## config.mk

```make
export PLATFORM = sky130hd
export DESIGN_NAME = seg_display_scheduler_flat
export DESIGN_NICKNAME = d
export VERILOG_FILES = /design/src/rtl/seg_disp_pkg.sv /design/src/rtl/seg_display_scheduler_if.sv /design/src/rtl/bin_to_bcd_seq.sv /design/src/rtl/seg_display_scheduler.sv /design/src/flat_wrapper.sv
export SDC_FILE = /design/constraint.sdc
export NUM_CORES = 1
export LEC_CHECK = 0
export CORE_MARGIN = 5
export CORE_UTILIZATION = 55
export DETAILED_ROUTE_END_ITERATION = 7
export PLACE_DENSITY = 0.8
export SLEW_MARGIN = 0
export SYNTH_ARGS = -nofsm -noshare
export SYNTH_HDL_FRONTEND = slang
export SYNTH_SLANG_ARGS = --single-unit
```

## constraint.sdc

```tcl
create_clock -name clk -period 4.6 [get_ports clk]
set_clock_uncertainty 0.15 [all_clocks]
set_input_delay 0.92 -clock clk [delete_from_list [all_inputs] [get_ports clk]]
set_output_delay 0.92 -clock clk [all_outputs]
set_load 0.1 [all_outputs]
```

## src/rtl/seg_disp_pkg.sv

```systemverilog
// Shared constants, state type and width helper for the seven-segment display scheduler.
package seg_disp_pkg;

  localparam logic [3:0]  BLANK_CODE = 4'hF;
  localparam logic [3:0]  OVF_CODE   = 4'hE;
  localparam int unsigned BCD_DIGITS = 5;
  localparam int unsigned BCD_W      = 4 * BCD_DIGITS;

  typedef enum logic [1:0] {IDLE, CONVERT, LOAD, DWELL} state_e;

  // Ceiling log2, never less than 1 so it can size a vector directly.
  function automatic int unsigned clog2(input longint unsigned value);
    int unsigned r;
    r = 0;
    for (int unsigned i = 0; i < 63; i++) begin
      if ((64'd1 << i) < value) r = i + 1;
    end
    return (r == 0) ? 1 : r;
  endfunction

endpackage

```

## src/rtl/seg_display_scheduler_if.sv

```systemverilog
// Requester-side valid/ready bus shared by all display sources.
interface seg_display_scheduler_if #(
  parameter int unsigned N_REQ  = 4,
  parameter int unsigned DATA_W = 14
);
  logic [N_REQ-1:0]        req_valid;
  logic [N_REQ*DATA_W-1:0] req_data;
  logic [N_REQ-1:0]        req_ready;

  modport master (output req_valid, output req_data, input  req_ready);
  modport slave  (input  req_valid, input  req_data, output req_ready);
endinterface

```

## src/rtl/bin_to_bcd_seq.sv

```systemverilog
// Sequential double-dabble converter: one shift-add-3 step per cycle, DATA_W cycles per value.
module bin_to_bcd_seq
  import seg_disp_pkg::*;
#(
  parameter int unsigned DATA_W = 14
) (
  input  logic              clk,
  input  logic              rst,
  input  logic              go,
  input  logic [DATA_W-1:0] bin,
  output logic              done,
  output logic [BCD_W-1:0]  bcd
);

  localparam int unsigned SR_W  = BCD_W + DATA_W;
  localparam int unsigned CNT_W = clog2(DATA_W + 1);

  logic [SR_W-1:0]  sr_q,   sr_d;
  logic [CNT_W-1:0] cnt_q,  cnt_d;
  logic             run_q,  run_d;
  logic             done_q, done_d;

  function automatic logic [SR_W-1:0] dabble_step(input logic [SR_W-1:0] sr);
    logic [SR_W-1:0] t;
    t = sr;
    for (int unsigned n = 0; n < BCD_DIGITS; n++) begin
      if (t[DATA_W + 4*n +: 4] >= 4'd5) t[DATA_W + 4*n +: 4] = t[DATA_W + 4*n +: 4] + 4'd3;
    end
    return t << 1;
  endfunction

  // The go cycle performs the first iteration directly on the input value.
  always_comb begin
    sr_d   = sr_q;
    cnt_d  = cnt_q;
    run_d  = run_q;
    done_d = 1'b0;
    if (go) begin
      sr_d   = dabble_step({{BCD_W{1'b0}}, bin});
      cnt_d  = CNT_W'(DATA_W - 1);
      run_d  = (DATA_W > 1);
      done_d = (DATA_W == 1);
    end else if (run_q) begin
      sr_d  = dabble_step(sr_q);
      cnt_d = cnt_q - CNT_W'(1);
      if (cnt_q == CNT_W'(1)) begin
        run_d  = 1'b0;
        done_d = 1'b1;
      end
    end
  end

  always_ff @(posedge clk or posedge rst) begin
    if (rst) begin
      sr_q   <= '0;
      cnt_q  <= '0;
      run_q  <= 1'b0;
      done_q <= 1'b0;
    end else begin
      sr_q   <= sr_d;
      cnt_q  <= cnt_d;
      run_q  <= run_d;
      done_q <= done_d;
    end
  end

  assign done = done_q;
  assign bcd  = sr_q[SR_W-1 -: BCD_W];

endmodule

```

## src/rtl/seg_display_scheduler.sv

```systemverilog
// Round-robin scheduler sharing a 4-digit seven-segment display between several requesters,
// converting each accepted value to BCD and holding it for a minimum dwell time.
module seg_display_scheduler
  import seg_disp_pkg::*;
#(
  parameter int unsigned N_REQ        = 4,
  parameter int unsigned DATA_W       = 14,
  parameter int unsigned DWELL_CYCLES = 100_000_000,
  parameter bit          LZ_BLANK     = 1'b1
) (
  input  logic                     clk,
  input  logic                     rst,
  seg_display_scheduler_if.slave   req,
  output logic [3:0]               digit3,
  output logic [3:0]               digit2,
  output logic [3:0]               digit1,
  output logic [3:0]               digit0,
  output logic [clog2(N_REQ)-1:0]  src_id,
  output logic                     overflow,
  output logic                     busy
);

  localparam int unsigned ID_W  = clog2(N_REQ);
  localparam int unsigned DW_W  = clog2(DWELL_CYCLES + 1);
  localparam int unsigned CV_W  = clog2(DATA_W);
  localparam int unsigned CNT_W = (DW_W > CV_W) ? DW_W : CV_W;

  state_e            state_q, state_d;
  logic [ID_W-1:0]   ptr_q,   ptr_d;
  logic [DATA_W-1:0] data_q,  data_d;
  logic [ID_W-1:0]   id_q,    id_d;
  logic [CNT_W-1:0]  cnt_q,   cnt_d;
  logic              go_q,    go_d;
  logic [15:0]       dig_q,   dig_d;
  logic [ID_W-1:0]   src_q,   src_d;
  logic              ovf_q,   ovf_d;
  logic              busy_q,  busy_d;

  logic [ID_W-1:0]   grant_id_c;
  logic              grant_vld_c;
  logic [N_REQ-1:0]  ready_c;
  logic [DATA_W-1:0] sel_data_c;
  logic              xfer_c;
  logic              bcd_done;
  logic [BCD_W-1:0]  bcd;

  bin_to_bcd_seq #(.DATA_W(DATA_W)) u_bcd (
    .clk  (clk),
    .rst  (rst),
    .go   (go_q),
    .bin  (data_q),
    .done (bcd_done),
    .bcd  (bcd)
  );

  // Overflow shows OVF_CODE everywhere; otherwise optionally blank leading zeros above digit0.
  function automatic logic [15:0] fmt_digits(input logic [BCD_W-1:0] b);
    logic [3:0] b3, b2, b1, b0;
    logic       lz3, lz2, lz1;
    b3  = b[12 +: 4];
    b2  = b[8  +: 4];
    b1  = b[4  +: 4];
    b0  = b[0  +: 4];
    lz3 = LZ_BLANK && (b3 == 4'd0);
    lz2 = lz3 && (b2 == 4'd0);
    lz1 = lz2 && (b1 == 4'd0);
    if (b[16 +: 4] != 4'd0) return {4{OVF_CODE}};
    return {lz3 ? BLANK_CODE : b3, lz2 ? BLANK_CODE : b2, lz1 ? BLANK_CODE : b1, b0};
  endfunction

  // First valid requester at or after the round-robin pointer.
  always_comb begin
    grant_id_c  = '0;
    grant_vld_c = 1'b0;
    for (int unsigned k = 0; k < N_REQ; k++) begin
      if (!grant_vld_c && req.req_valid[ID_W'((32'(ptr_q) + k) % N_REQ)]) begin
        grant_vld_c = 1'b1;
        grant_id_c  = ID_W'((32'(ptr_q) + k) % N_REQ);
      end
    end
  end

  always_comb begin
    ready_c    = '0;
    sel_data_c = '0;
    if (state_q == IDLE && grant_vld_c) ready_c[grant_id_c] = 1'b1;
    for (int unsigned k = 0; k < N_REQ; k++) begin
      if (grant_id_c == ID_W'(k)) sel_data_c = req.req_data[k*DATA_W +: DATA_W];
    end
  end

  assign xfer_c        = (state_q == IDLE) && grant_vld_c;
  assign req.req_ready = ready_c;

  // The shared counter times CONVERT first, then the dwell.
  always_comb begin
    state_d = state_q;
    ptr_d   = ptr_q;
    data_d  = data_q;
    id_d    = id_q;
    cnt_d   = cnt_q;
    go_d    = 1'b0;
    dig_d   = dig_q;
    src_d   = src_q;
    ovf_d   = ovf_q;
    unique case (state_q)
      IDLE: begin
        if (xfer_c) begin
          data_d  = sel_data_c;
          id_d    = grant_id_c;
          ptr_d   = (grant_id_c == ID_W'(N_REQ - 1)) ? '0 : ID_W'(grant_id_c + ID_W'(1));
          cnt_d   = CNT_W'(DATA_W - 1);
          go_d    = 1'b1;
          state_d = CONVERT;
        end
      end
      CONVERT: begin
        if (cnt_q == '0) state_d = LOAD;
        else             cnt_d   = cnt_q - CNT_W'(1);
      end
      LOAD: begin
        if (bcd_done) begin
          dig_d   = fmt_digits(bcd);
          src_d   = id_q;
          ovf_d   = (bcd[16 +: 4] != 4'd0);
          cnt_d   = CNT_W'(DWELL_CYCLES - 1);
          state_d = DWELL;
        end
      end
      DWELL: begin
        if (cnt_q == '0) state_d = IDLE;
        else             cnt_d   = cnt_q - CNT_W'(1);
      end
      default: state_d = IDLE;
    endcase
    busy_d = (state_d != IDLE);
  end

  always_ff @(posedge clk or posedge rst) begin
    if (rst) begin
      state_q <= IDLE;
      ptr_q   <= '0;
      data_q  <= '0;
      id_q    <= '0;
      cnt_q   <= '0;
      go_q    <= 1'b0;
      dig_q   <= {4{BLANK_CODE}};
      src_q   <= '0;
      ovf_q   <= 1'b0;
      busy_q  <= 1'b0;
    end else begin
      state_q <= state_d;
      ptr_q   <= ptr_d;
      data_q  <= data_d;
      id_q    <= id_d;
      cnt_q   <= cnt_d;
      go_q    <= go_d;
      dig_q   <= dig_d;
      src_q   <= src_d;
      ovf_q   <= ovf_d;
      busy_q  <= busy_d;
    end
  end

  assign digit3   = dig_q[15:12];
  assign digit2   = dig_q[11:8];
  assign digit1   = dig_q[7:4];
  assign digit0   = dig_q[3:0];
  assign src_id   = src_q;
  assign overflow = ovf_q;
  assign busy     = busy_q;

endmodule

```

## src/flat_wrapper.sv

```systemverilog
// flat-port wrapper written by rule: the top's interface ports become plain ports
module seg_display_scheduler_flat import seg_disp_pkg::*;
#(
  parameter int unsigned N_REQ        = 4,
  parameter int unsigned DATA_W       = 14,
  parameter int unsigned DWELL_CYCLES = 100_000_000,
  parameter bit          LZ_BLANK     = 1'b1
)
  (clk, rst, digit3, digit2, digit1, digit0, src_id, overflow, busy, req_req_valid, req_req_data, req_req_ready);
  seg_display_scheduler_if #(.N_REQ(N_REQ), .DATA_W(DATA_W)) req_i ();
  input  logic clk;
  input  logic rst;
  output logic [3:0] digit3;
  output logic [3:0] digit2;
  output logic [3:0] digit1;
  output logic [3:0] digit0;
  output logic [clog2(N_REQ)-1:0] src_id;
  output logic overflow;
  output logic busy;
  input wire logic [$bits(req_i.req_valid)-1:0] req_req_valid;
  input wire logic [$bits(req_i.req_data)-1:0] req_req_data;
  output wire logic [$bits(req_i.req_ready)-1:0] req_req_ready;
  assign req_i.req_valid = req_req_valid;
  assign req_i.req_data = req_req_data;
  assign req_req_ready = req_i.req_ready;
  seg_display_scheduler #(.N_REQ(N_REQ), .DATA_W(DATA_W), .DWELL_CYCLES(DWELL_CYCLES), .LZ_BLANK(LZ_BLANK)) u_core (.clk(clk), .rst(rst), .req(req_i), .digit3(digit3), .digit2(digit2), .digit1(digit1), .digit0(digit0), .src_id(src_id), .overflow(overflow), .busy(busy));
endmodule
```

# Word level (Yosys, flattened, before mapping)
# Index checks and enable logic that the tools add are counted.
[word_totals] word_cells=127 input_bits=62 reg_bits=108 output_inout_bits=24
[classes] magnitude_cmp=11 addsub=11 n_reduce_logical=23 mux=58 n_eq_ne=10
[ops] cell="2-to-1 mux 27 bit" n=3
[ops] cell="case mux 27 bit (3 select lines)" n=1
[ops] cell="2-to-1 mux 34 bit" n=2
[ops] cell="2-to-1 mux 14 bit" n=4
[ops] cell="2-to-1 mux 4 bit" n=10
[ops] cell="2-to-1 mux 16 bit" n=2
[ops] cell="logical NOT 27 bit" n=1
[ops] cell="subtractor 27 x 1 -> 27 bit, second input constant" n=1
[ops] cell="greater-or-equal comparator 4 x 3 -> 1 bit, second input constant" n=5
[ops] cell="2-to-1 mux 1 bit" n=20
[ops] cell="2-to-1 mux 2 bit" n=9
[ops] cell="adder 4 x 2 -> 4 bit, second input constant" n=4
[ops] cell="less-than comparator 2 x 3 -> 1 bit, second input constant" n=5
[ops] cell="logical NOT 4 bit" n=3
[ops] cell="binary-select mux 1 bit (select 2 bit)" n=4
[ops] cell="equality test 2 bit, second input constant" n=4
[ops] cell="case mux 2 bit (4 select lines)" n=1
[ops] cell="logical AND 1 bit" n=7
[ops] cell="adder 2 x 1 -> 2 bit, second input constant" n=2
[ops] cell="adder 2 bit, second input constant" n=2
[ops] cell="equality test 2 x 1 -> 1 bit, second input constant" n=2
[ops] cell="equality test 4 x 1 -> 1 bit, second input constant" n=1
[ops] cell="logical NOT 2 bit" n=2
[ops] cell="inequality test 2 bit, second input constant" n=2
[ops] cell="12 further kinds" n=16

# Longest topological paths before layout
[logic_depth] ltp_word=17 depth_mapped=13 depth_no_buf=11

# Hierarchy
# From an unflattened synthesis, not the netlist that was laid out.
[hier_totals] cells_unflattened=659 area_unflattened_um2=6137.1
[by_module_without_submodules] mod="seg_display_scheduler" n_inst=1 cells_each=416 area_per_inst_um2=3832.4 seq_area_each_um2=1721.7
[by_module_without_submodules] mod="bin_to_bcd_seq" n_inst=1 cells_each=243 area_per_inst_um2=2304.7 seq_area_each_um2=975.9

# Worst setup path before layout
# OpenSTA, ideal clock, no wires.
[synth_timing] kind="input to output" startpoint="input req_req_valid[0]" endpoint="output req_req_ready[2]" arrival_time_ns=3.474 path_stages=7 path_buffers=2 setup_slack_ns=0.056 cell_sequence="or4_1 > clkbuf_1 > nand2_1 > ha_1 > inv_1 > clkbuf_1 > nor2_1"
[synth_between] elab_chain_len=17
[synth_rtl] item="from (decl)" line="flat_wrapper.sv:20" text="input wire logic [$bits(req_i.req_valid)-1:0] req_req_valid;"
[synth_rtl] item="binary-select mux 1 bit (select 2 bit)" line="seg_display_scheduler.sv:76" text="if (!grant_vld_c && req.req_valid[ID_W'((32'(ptr_q) + k) % N_REQ)]) begin"
[synth_rtl] item="2-to-1 mux 1 bit (implied by the code)" line="seg_display_scheduler.sv:76"
[synth_rtl] item="2-to-1 mux 1 bit" line="seg_display_scheduler.sv:76"
[synth_rtl] item="logical NOT 1 bit" line="seg_display_scheduler.sv:76"
[synth_rtl] item="logical AND 1 bit" line="seg_display_scheduler.sv:76"
[synth_rtl] item="2-to-1 mux 1 bit" line="seg_display_scheduler.sv:76"
[synth_rtl] item="logical NOT 1 bit" line="seg_display_scheduler.sv:76"
[synth_rtl] item="logical AND 1 bit" line="seg_display_scheduler.sv:76"
[synth_rtl] item="2-to-1 mux 1 bit" line="seg_display_scheduler.sv:76"
[synth_rtl] item="logical NOT 1 bit" line="seg_display_scheduler.sv:76"
[synth_rtl] item="logical AND 1 bit" line="seg_display_scheduler.sv:76"
[synth_rtl] item="2-to-1 mux 2 bit" line="seg_display_scheduler.sv:76"
[synth_rtl] item="less-than comparator 2 x 3 -> 1 bit (implied by the code) / greater-or-equal comparator 2 x 1 -> 1 bit (equally long branches)" line="seg_display_scheduler.sv:86" text="if (state_q == IDLE && grant_vld_c) ready_c[grant_id_c] = 1'b1;"
[synth_rtl] item="logical AND 1 bit (implied by the code)" line="seg_display_scheduler.sv:86"
[synth_rtl] item="2-to-1 mux 1 bit (implied by the code)" line="seg_display_scheduler.sv:86"
[synth_rtl] item="demux 1 bit (select 2 bit)"
[synth_rtl] item="2-to-1 mux 4 bit (*)" line="seg_display_scheduler.sv:86"
[synth_rtl] item="to (decl)" line="flat_wrapper.sv:22" text="output wire logic [$bits(req_i.req_ready)-1:0] req_req_ready;"
# Every way passes the cells marked *; elsewhere a longest branch is shown, timed or not. The select of a mux whose other input is x is not followed.

# Worst setup path in the final report
# Ends and elaborated chain as after synthesis.

==> results.txt <==
The run finished with clean final reports. The internal reg-to-reg setup slack is ~1.5 ns. After clock tree synthesis, the repair step resized 0 gates. Setup violations remaining at the end of the flow were counted as 0. The largest net degree at the start of global routing came out at 62.

The maximum buffer depth of the clock tree came out at 2. The kind of cell with the highest combined delay on the critical path is simple AND/OR/NAND/NOR gates. During I/O placement, the number of pins put on the boundary was between 80 and 90. The initial core utilization is between 50% and 60%. The count of final max-slew check failures is 0.

In the post-route analysis, the smallest setup slack over all paths is 0.3406 ns. The routability congestion estimate from global placement came out at about 0.95. The combined buffer and inverter count along the critical path came out at 3. The total grt overflow is 0. The worst setup path is launched from a primary input.

After detailed routing, the average wire length per cell comes to roughly 16 µm. The count of buffers added by post-CTS timing repair for setup came out at 0. The net switching fraction of the power came out at approximately two fifths. The cell total after placement is approximately 820.

The post-synthesis sequential area ratio came out at 46.34%. Of the post-synthesis cell area, the dominant cell type holds 39.11%. The die area came out at between 10000 and 15000 µm². The part of the total power dissipated in the clock network came out at between 10% and 20%. The cell chosen for the clock root is sky130_fd_sc_hd__clkbuf_8. The number of synthesized flops with an enable pin came out at 0. The startpoint identified for the worst hold timing path is u_core.dig_q[8]$_DFFE_PP1P_. The pin slew with the least headroom to its limit came out at roughly 1.1 ns.

After synthesis, the largest family of logic cells by area is compound AO/OA/AOI/OAI gates. The worst slew margin relative to its limit is roughly 28%. Using the TritonRoute via totals, the vias-per-cell ratio works out to ~6. The reported leakage power is 2.924 nW. The adder-cell share of the synthesized area is under 10%.

The number of hold-slack violations in the final timing report came out at 0. The post-route standard cell area excluding fillers is around 7100 µm². The worst path needs 4.259 ns of the cycle, external delays included. The critical path in this run is classified as in2out.

Once detail routing completed, the nets flagged for antenna violations numbered 0. After Yosys synthesis, XOR and XNOR cells account for under 10% of the synthesized area. The clock edge transition at the registers on the reported setup and hold paths came out at roughly 0.10 ns. In this run, CTS created clock tree buffers numbering 9. The largest voltage drop on the vdd net is 0.2497 mV. The mapped netlist covers about 5800 µm². The post-synthesis compound-gate area fraction is 21.19%. The synthesized area divided by synthesized cell count came out at 9.285 µm².

The worst stage delay on the critical path came out at around 0.66 ns. The first-pass GRT wire length is roughly 23000 µm. Summed over all instances, the cell type with the most area after synthesis is sky130_fd_sc_hd__dfrtp_1. Among all cell types in the netlist, the one instantiated most often is sky130_fd_sc_hd__dfrtp_1. The distinct cell type count of the synthesized netlist came out at 58. The origin of the critical flop-to-flop path is u_core.ptr_q[0]$_DFFE_PP0P_. The standard cell core area is about 10000 µm². The worst setup timing slack at the placement stage came out at 0.3666 ns. STA puts the critical path data required time at roughly 3.5 ns.

The overall fraction of global-route tracks in use came out at 22.02%. Summed over all failing endpoints, the final setup total negative slack is 0 ns. The count of state elements after synthesis came out at 107. Input and output buffers added on the ports amount to 85. The mux contribution to synthesized area came out at under 10%. The async set-or-reset flop fraction in the synthesized netlist came out at 100.0%. The overall die height came out at between 100 and 150 µm.

TritonCTS built the clock tree. Dividing total power by cell area gives a power density of 498.7 nW/µm². The worst hold path belongs to the class reg2reg. The worst path uses between 90% and 100% of the clock period. In this run the worst path has a maximum fanout of 15. The total wire length after detailed routing came out at around 14000 µm.

The combinational fraction of design power came out at about two fifths. The sum of internal, switching and leakage power came out at 3.516 mW. The number of levels in the clock H-tree came out at 3. The final routed DRC violation total is 0. Synthesis produced a netlist whose cell count is about 630. Among all flip-flop cells after synthesis, the most frequent one is sky130_fd_sc_hd__dfrtp_1. Walking the worst path, the cells encountered are clkdlybuf4s50_1 > or4_1 > nand2_1 > ha_1 > inv_1 > nor2_1 > buf_12. The detailed placement HPWL came out at 9744 µm. After the last flow step, the layout net total stands at 780. The simple-gate portion of the synthesized area came out at 17.45%. The arrival time reported for the critical path endpoint came out at between 3 and 4 ns. The achievable frequency is 234.8 MHz.

The overall via count from detail_route is between 5000 and 6000. The post-route non-filler standard cell count came out at 840. The count of hold buffers inserted by post-cts repair is 0.

Yosys attributes the largest share of cell area to sky130_fd_sc_hd__dfrtp_1 39%, sky130_fd_sc_hd__dfstp_2 7.2%, sky130_fd_sc_hd__mux2i_1 4.8%. The clock latency at the later pin of the worst-skew pair is between 0.3 and 0.4 ns. The clock net sink count is 107.

The pre-antenna-repair detailed-routing pass consisted of 5 iterations. The post-placement cell area is 6848 µm². From left edge to right edge, the die measures 112.9 µm. The fraction of final layout cells with drive strength greater than 1 came out at 9.659%. The via count of the first global-routing pass came out at between 4000 and 5000. The row count is 37.

The total number of yosys warnings came out at 0. The number of antenna violations at the first check in global routing is 0. Registers are responsible for ~45% of the overall power. For this block, the initial DRC count from the detailed router was between 400 and 500.

The switching power came out at about 1.4 mW. Among all stages on the critical path, the largest delay is contributed by sky130_fd_sc_hd__or4_1. The max-capacitance violation count came out at 0. Setup repair after global routing left no endpoint under its margin.

STA classifies the critical path endpoint as an output port. Cell internal power was estimated by the tool at 2.122 mW. The post-synthesis to final-layout area growth came out at 21.10%.

The synthesized net count is 708. In the synthesized netlist, the cells that appear most often are 91 x sky130_fd_sc_hd__dfrtp_1, 64 x sky130_fd_sc_hd__nand2_1, 55 x sky130_fd_sc_hd__nor2_1. The startpoint of the most critical setup path is req_req_valid[0]. The repair_antennas step left the layout with diodes totalling 0.
per-layer routing:
layer,wire length [µm],track usage [%]
met5,0,0
met2,6591,36.22
met1,5967,29.45
met4,226,7.772
met3,926,3.850
state kept, by name, indices dropped and copies added, names as in the netlist:
register / flops
u_core.src_id: 2
u_core.dig_q: 16
u_core.u_bcd.cnt_q: 4
u_core.ptr_q: 2
u_core.busy: 1
u_core.id_q: 2
u_core.go_q: 1
u_core.cnt_q: 27
u_core.state_q: 2
u_core.u_bcd.done: 1
u_core.overflow: 1
u_core.u_bcd.sr_q: 33
u_core.u_bcd.run_q: 1
u_core.data_q: 14
power groups by stage:
| stage | Clock (mW) | Combinational, mW | Sequential [mW] |
|---|---|---|---|
| 2_1_floorplan | 0 | 1.12 | 1.43 |
| 3_3_place_gp | 0 | 1.27 | 1.56 |
| 3_5_place_dp | 0 | 1.35 | 1.58 |
| 4_1_cts | 0.595 | 1.36 | 1.56 |
| 5_1_grt | 0.630 | 1.54 | 1.62 |
| 6_report | 0.583 | 1.36 | 1.57 |
logic make-up (layout without fill, tap and decap cells):
kind of cell,Yosys count,count (layout)
XOR/XNOR,8,8
multiplexers,31,31
AND/OR/NAND/NOR,209,209
flip-flops,107,107
AO/OA/AOI/OAI,187,187
adder cells (fa/ha/maj),19,19
buffers and inverters,66,143
worst paths after layout:
kind	cells past startpoint	end
max	7	req_req_ready[2]
min	2	u_core.dig_q[8]$_DFFE_PP1P_
max reg2reg	12	u_core.data_q[10]$_DFFE_PP0P_
min reg2reg	2	u_core.dig_q[8]$_DFFE_PP1P_
max in group asynchronous	3	u_core.dig_q[4]$_DFFE_PP1P_
min in group asynchronous	2	u_core.u_bcd.sr_q[10]$_DFFE_PP0P_
through the flow:
step	hold WS, ns	util, %
6_report	0.3313	68.29
5_1_grt	0.3537	68.29
4_1_cts	0.3313	68.29
3_5_place_dp	0.3180	66.33
3_3_place_gp	0.3041	66.33
2_1_floorplan	0.2848	-
final cells by class:
cell class	count	area [µm²]
fill	778	3273
clock inverter	6	65.06
tap	136	170.2
sequential	107	2699
timing repair buffer	100	1003
clock buffer	10	137.6
multi-input combinational	454	2872
inverter	27	103.9
worst register-to-register path, cell delays in order (launching register included):
cell,delay [ns]
sky130_fd_sc_hd__dfrtp_1,0.45
sky130_fd_sc_hd__nor2b_1,0.19
sky130_fd_sc_hd__a21oi_1,0.06
sky130_fd_sc_hd__nor2_1,0.09
sky130_fd_sc_hd__a221oi_1,0.09
sky130_fd_sc_hd__and2_1,0.22
sky130_fd_sc_hd__ha_1,0.19
sky130_fd_sc_hd__buf_4,0.19
sky130_fd_sc_hd__nor2b_1,0.69
sky130_fd_sc_hd__a221oi_1,0.23
sky130_fd_sc_hd__nor3_1,0.22
sky130_fd_sc_hd__a21oi_1,0.07
sky130_fd_sc_hd__o21ai_0,0.16
cells in the final DEF, fill, tap and decap left out, types with 6 or more instances in the layout:
cell | netlist | routed
sky130_fd_sc_hd__dfrtp_1 | 91 | 90
sky130_fd_sc_hd__clkdlybuf4s50_1 | 0 | 81
sky130_fd_sc_hd__nand2_1 | 64 | 64
sky130_fd_sc_hd__nor2_1 | 55 | 55
sky130_fd_sc_hd__o21ai_0 | 51 | 51
sky130_fd_sc_hd__a21oi_1 | 37 | 37
sky130_fd_sc_hd__mux2i_1 | 28 | 28
sky130_fd_sc_hd__nor3_1 | 26 | 26
sky130_fd_sc_hd__inv_1 | 26 | 25
sky130_fd_sc_hd__ha_1 | 19 | 19
sky130_fd_sc_hd__dfstp_2 | 16 | 16
sky130_fd_sc_hd__a221oi_1 | 15 | 15
sky130_fd_sc_hd__o31ai_1 | 15 | 15
sky130_fd_sc_hd__buf_4 | 1 | 15
sky130_fd_sc_hd__a31oi_1 | 14 | 14
sky130_fd_sc_hd__nand3_1 | 13 | 13
sky130_fd_sc_hd__o22a_1 | 12 | 12
sky130_fd_sc_hd__clkbuf_8 | 0 | 10
sky130_fd_sc_hd__nand2b_1 | 8 | 8
sky130_fd_sc_hd__xnor2_1 | 8 | 8
sky130_fd_sc_hd__a211oi_1 | 7 | 7
sky130_fd_sc_hd__and3_1 | 7 | 7
sky130_fd_sc_hd__nor3b_1 | 6 | 6
(Power assumes the default switching activity.)
